**config.mk**
```make
export PLATFORM = sky130hd
export DESIGN_NAME = alu_issue
export DESIGN_NICKNAME = d
export VERILOG_FILES = /design/src/rtl/alu_pkg.sv /design/src/rtl/alu_regfile.sv /design/src/rtl/alu_issue.sv
export SDC_FILE = /design/constraint.sdc
export NUM_CORES = 1
export LEC_CHECK = 0
export ABC_AREA = 1
export CAP_MARGIN = 10
export CORE_MARGIN = 4
export CORE_UTILIZATION = 53
export DETAILED_ROUTE_END_ITERATION = 7
export MAX_ROUTING_LAYER = met4
export PLACE_DENSITY = 0.91
export SYNTH_ARGS = -nofsm -noshare
export SYNTH_HDL_FRONTEND = slang
export SYNTH_HIERARCHICAL = 1
export SYNTH_SLANG_ARGS = --single-unit
export TNS_END_PERCENT = 10
```
**constraint.sdc**
```tcl
create_clock -name clk -period 1.8 [get_ports clk]
set_input_delay 0.36 -clock clk [delete_from_list [all_inputs] [get_ports clk]]
set_output_delay 0.36 -clock clk [all_outputs]
set_load 0.1 [all_outputs]
```
**src/rtl/alu_pkg.sv**
```systemverilog
// Shared definitions for the ALU issue/writeback stage: op codes,
// FSM state encoding and packed-instruction field positions.
package alu_pkg;

  // ALU operation codes (interpreted only by the downstream alu)
  localparam logic [2:0] OP_ADD = 3'b000;
  localparam logic [2:0] OP_SUB = 3'b001;
  localparam logic [2:0] OP_AND = 3'b010;
  localparam logic [2:0] OP_OR  = 3'b011;
  localparam logic [2:0] OP_XOR = 3'b100;
  localparam logic [2:0] OP_NOT = 3'b101;
  localparam logic [2:0] OP_SHL = 3'b110;
  localparam logic [2:0] OP_SHR = 3'b111;

  // Issue FSM states
  localparam logic [1:0] ST_IDLE = 2'd0;
  localparam logic [1:0] ST_EXEC = 2'd1;
  localparam logic [1:0] ST_RESP = 2'd2;

  // Instruction layout: {op[8:6], rd[5:4], rs1[3:2], rs2[1:0]}
  localparam int INSTR_W = 9;
  localparam int OP_MSB  = 8;
  localparam int OP_LSB  = 6;
  localparam int RD_MSB  = 5;
  localparam int RD_LSB  = 4;
  localparam int RS1_MSB = 3;
  localparam int RS1_LSB = 2;
  localparam int RS2_MSB = 1;
  localparam int RS2_LSB = 0;

endpackage

```
**src/rtl/alu_regfile.sv**
```systemverilog
// Small register file: NREG x WIDTH, two asynchronous read ports and one
// write path where an ALU writeback takes priority over a direct load.
module alu_regfile
  import alu_pkg::*;
#(
  parameter int WIDTH = 8,
  parameter int NREG  = 4
) (
  input  logic             clk,
  input  logic             rst_n,
  input  logic [1:0]       ra1,
  input  logic [1:0]       ra2,
  output logic [WIDTH-1:0] rd1,
  output logic [WIDTH-1:0] rd2,
  input  logic             wb_en,
  input  logic [1:0]       wb_addr,
  input  logic [WIDTH-1:0] wb_data,
  input  logic             ld_en,
  input  logic [1:0]       ld_addr,
  input  logic [WIDTH-1:0] ld_data
);

  logic [WIDTH-1:0] regs_reg [NREG];

  generate
    for (genvar gi = 0; gi < NREG; gi++) begin : g_reg
      // One register: writeback beats a load to the same index
      always_ff @(posedge clk or negedge rst_n) begin
        if (!rst_n) begin
          regs_reg[gi] <= '0;
        end else if (wb_en && (wb_addr == 2'(gi))) begin
          regs_reg[gi] <= wb_data;
        end else if (ld_en && (ld_addr == 2'(gi))) begin
          regs_reg[gi] <= ld_data;
        end
      end
    end
  endgenerate

  assign rd1 = regs_reg[ra1];
  assign rd2 = regs_reg[ra2];

endmodule

```
**src/rtl/alu_issue.sv**
```systemverilog
// Issue/writeback stage for an external combinational alu. One instruction
// in flight: IDLE (accept, read operands) -> EXEC (capture result, write
// back) -> RESP (hold response until consumed).
module alu_issue
  import alu_pkg::*;
#(
  parameter int WIDTH = 8,
  parameter int NREG  = 4
) (
  input  logic               clk,
  input  logic               rst_n,
  input  logic               instr_valid,
  output logic               instr_ready,
  input  logic [INSTR_W-1:0] instr,
  input  logic               ld_valid,
  input  logic [1:0]         ld_addr,
  input  logic [WIDTH-1:0]   ld_data,
  output logic [WIDTH-1:0]   alu_a,
  output logic [WIDTH-1:0]   alu_b,
  output logic [2:0]         alu_op,
  input  logic [WIDTH-1:0]   alu_result,
  input  logic               alu_zero,
  output logic               rsp_valid,
  input  logic               rsp_ready,
  output logic [WIDTH-1:0]   rsp_data,
  output logic [1:0]         rsp_rd,
  output logic               zero_flag
);

  logic [1:0]       state_reg;
  logic [1:0]       rd_reg;
  logic [WIDTH-1:0] rs1_data;
  logic [WIDTH-1:0] rs2_data;
  logic             wb_en;

  assign instr_ready = (state_reg == ST_IDLE);
  // Writeback happens on the edge that leaves EXEC
  assign wb_en       = (state_reg == ST_EXEC);

  alu_regfile #(
    .WIDTH (WIDTH),
    .NREG  (NREG)
  ) u_regfile (
    .clk     (clk),
    .rst_n   (rst_n),
    .ra1     (instr[RS1_MSB:RS1_LSB]),
    .ra2     (instr[RS2_MSB:RS2_LSB]),
    .rd1     (rs1_data),
    .rd2     (rs2_data),
    .wb_en   (wb_en),
    .wb_addr (rd_reg),
    .wb_data (alu_result),
    .ld_en   (ld_valid),
    .ld_addr (ld_addr),
    .ld_data (ld_data)
  );

  // Issue FSM with registered alu operands and held response outputs
  always_ff @(posedge clk or negedge rst_n) begin
    if (!rst_n) begin
      state_reg <= ST_IDLE;
      rd_reg    <= '0;
      alu_a     <= '0;
      alu_b     <= '0;
      alu_op    <= '0;
      rsp_valid <= 1'b0;
      rsp_data  <= '0;
      rsp_rd    <= '0;
      zero_flag <= 1'b0;
    end else begin
      case (state_reg)
        ST_IDLE: begin
          if (instr_valid) begin
            alu_a     <= rs1_data;
            alu_b     <= rs2_data;
            alu_op    <= instr[OP_MSB:OP_LSB];
            rd_reg    <= instr[RD_MSB:RD_LSB];
            state_reg <= ST_EXEC;
          end
        end
        ST_EXEC: begin
          rsp_data  <= alu_result;
          rsp_rd    <= rd_reg;
          zero_flag <= alu_zero;
          rsp_valid <= 1'b1;
          state_reg <= ST_RESP;
        end
        ST_RESP: begin
          if (rsp_ready) begin
            rsp_valid <= 1'b0;
            state_reg <= ST_IDLE;
          end
        end
        default: begin
          rsp_valid <= 1'b0;
          state_reg <= ST_IDLE;
        end
      endcase
    end
  end

endmodule
```
==> results of run 1 <==
## Yosys cell counts (all sizes together)
cell      n
buf      22
clkbuf    1
clkinv    1
dfrtp    67
inv      31
nand2   131
nand3   100
nand4    24
nor2     40
o21ai    32
o22ai    16
## layout make-up
cell class,instances,area share [%]
flip-flops and latches,67,34.7
multi-input cells,343,33.0
clock buffers,13,3.49
repair buffers,84,23.4
inverters,32,2.53
well taps,77,1.99
clock inverters,3,0.931
## power breakdown
group          internal (mW)  switching, mW
Combinational           2.01           3.85
Sequential              2.21          0.813
Clock                  0.754          0.583
Total                   4.97           5.25
## kinds of logic (layout without fill, tap and decap cells)
logic type             after synthesis  in the layout  synth area share, %
DFF                                 67             67                 46.9
and+or+nand+nor                    295            295                 37.4
AOI/OAI and AO/OA                   48             48                 7.27
buffers and inverters               55            132                 8.50
## path summary, 6_finish.rpt
path / from / endpoint / depth (start not counted)
max: state_reg[1] / u_regfile/regs_reg[23] / 7
min: rst_n / alu_b[2] / 1
max reg2reg: state_reg[1] / u_regfile/regs_reg[23] / 7
min reg2reg: u_regfile/regs_reg[17] / u_regfile/regs_reg[17] / 2
max in group asynchronous: rst_n / rsp_data[5] / 2
min in group clk: u_regfile/regs_reg[17] / u_regfile/regs_reg[17] / 2
## placed cells by master, fill, tap and decap left out
| cell | instances |
|---|---|
| nand3_2 | 2 |
| nand3_1 | 97 |
| clkinvlp_4 | 2 |
| nand2_2 | 3 |
| dfrtp_1 | 67 |
| clkbuf_1 | 1 |
| buf_2 | 1 |
| inv_1 | 26 |
| o22ai_1 | 16 |
| nand4_1 | 24 |
| inv_4 | 1 |
| nor2_4 | 2 |
| buf_4 | 18 |
| o21ai_0 | 32 |
| clkdlybuf4s50_1 | 31 |
| inv_2 | 4 |
| nand2_1 | 128 |
| nand3_4 | 1 |
| clkbuf_8 | 12 |
| buf_12 | 34 |
| clkinv_1 | 1 |
| nor2_1 | 38 |
| bufinv_16 | 1 |
## per-layer routing
layer,vias to the layer above,part of all wire (%),GRT usage [%]
met5,-,0,-
met1,1769,40,35.1
met3,27,7.4,4.09
met2,175,50,45.5
met4,0,2.2,10.6
li1,1713,-,-
==> key figures, run 1 <==
GRT
  • Global-route wire length before repair: 17.9 mm
  • Vias in the first global route: 3612
  • Pin count of the biggest net entering global routing: 27
  • GRT overflow: 0
  • Global-route total usage across every layer: 27.8%
  • Initial antenna violation count: 0

Clock network
  • Post-CTS Hold Buffers: 0
  • Clk_lat worst skew: 0.34 ns
  • CTS H-tree depth: 3
  • TritonCTS Buffers: 9
  • Post-CTS Resized: 0
  • Worst-path clk slew: roughly 0.080 ns
  • Clock sink count: 67
  • # Post-CTS Setup Buffers: 0
  • CTS Buffer Depth: 2
  • CTS root buffer: clkbuf_8
  • CTS tree: built

Setup path
  • Setup CP Type: reg2reg
  • Slowest stage cell on the critical path: dfrtp_1
  • Critical Path Source Type: flop
  • WP data required: 2.03 ns
  • Critical path arrival: 1.78 ns
  • Critical path capture point type: flop
  • Worst Path Max Fanout: 23
  • Register-to-register path setup slack: between 0.2 and 0.3 ns
  • Worst Path Buf+Inv: 3
  • CP Cell Sequence: inv_1 > nand2_2 > inv_2 > buf_4 > nand4_1 > nand3_1 > nand2_1
  • Crit-path max cell delay: 0.41 ns
  • Top delay family on crit path: buffers and inverters

STA
  • Final worst-path cycle share: 86.1%
  • Least-Margin Pin Slew: 0.586 ns
  • Worst setup slack after layout: 0.250 ns
  • Crit path time final: 1.55 ns
  • Fmax: approximately 650 MHz
  • Setup TNS: 0 ns
  • Max-slew headroom: 61.0%
  • RSZ-0062 raised after global routing: no
  • Slew Viols, Final: 0
  • Final setup skew: roughly 0.0073 ns
  • Final Setup Violations: 0
  • Final hold vios: 6
  • Worst hold slack: -0.00297 ns

Layout
  • Syn-to-layout area delta: 35.2%
  • Max reg flops: 32
  • Fraction of layout cells with a size suffix above 1: approximately 15%
  • Multi-input logic area: 1600 µm²
  • Fillers: 491
  • Number of inserted diodes: 0
  • Register area: 1680 µm²
  • Final Util: 74.9%
  • Post-route cell area: 4840 µm²
  • # nets final: 570
  • Final cell count without fillers: 619

Synth
  • Yosys top cell by area: dfrtp_1
  • Ys Warns: 6
  • Post-synth cell types: 19
  • Syn avg cell area: around 7.7 µm²
  • Synth top area share: between 40% and 50%
  • Largest cells by area after synthesis: dfrtp_1, nand3_1, nand2_1
  • Post-synthesis sequential area ratio: 46.9%
  • Post-Syn Instances: 465
  • Yosys reg bits: 67
  • Synth Net Count: 498
  • Post-Syn Area: 3580 µm²

Drt
  • DR iter-0 viols: 206
  • Vias per inst: approximately 6.0
  • DRC viols: 0
  • Vias post-DR: around 3700
  • Routed Antenna Nets: 0
  • DR pass1 iterations: 5
  • Routed wire length: 10.6 mm
  • Avg WL per Cell: 17.2 µm

Floorplan
  • Die Width: 90.2 µm
  • I/O pin cnt: 65
  • Die Area: 8130 µm²
  • Rows: 29
  • Die Y: approximately 90 µm
  • Initial Utilization: 55.4%
  • Core ar.: 6460 µm²

Placement
  • DP Area: 4620 µm²
  • Pre-CTS setup slack: around 0.028 ns
  • GPL Wtd Cong: 0.930
  • Cell total after placement: 603
  • DPL Wire Length: 7.98 mm
  • Input/output buffers: 64

Power and ir drop
  • Pleak: 2.40 nW
  • VDD IR max: 1.69 mV
  • Power Dens Cells: 2110 nW/µm²
  • Total Power: 10.2 mW

Outcome
  • Failing checks: hold timing
  • Outcome: finished with violations

Run
  • Max_cap viols: 0

Hold path
  • Min-delay worst type: in2async
Power figures use the tool's default switching activity.
==> run 2, diff against run 1 <==
--- a/config.mk
+++ b/config.mk
@@ -12,8 +12,8 @@
 export DETAILED_ROUTE_END_ITERATION = 7
 export MAX_ROUTING_LAYER = met4
 export PLACE_DENSITY = 0.91
+export SLEW_MARGIN = 20
 export SYNTH_ARGS = -nofsm -noshare
 export SYNTH_HDL_FRONTEND = slang
 export SYNTH_HIERARCHICAL = 1
 export SYNTH_SLANG_ARGS = --single-unit
-export TNS_END_PERCENT = 10
==> results of run 2 <==
Final layout, timing and power as in run 1 (identical DEF).
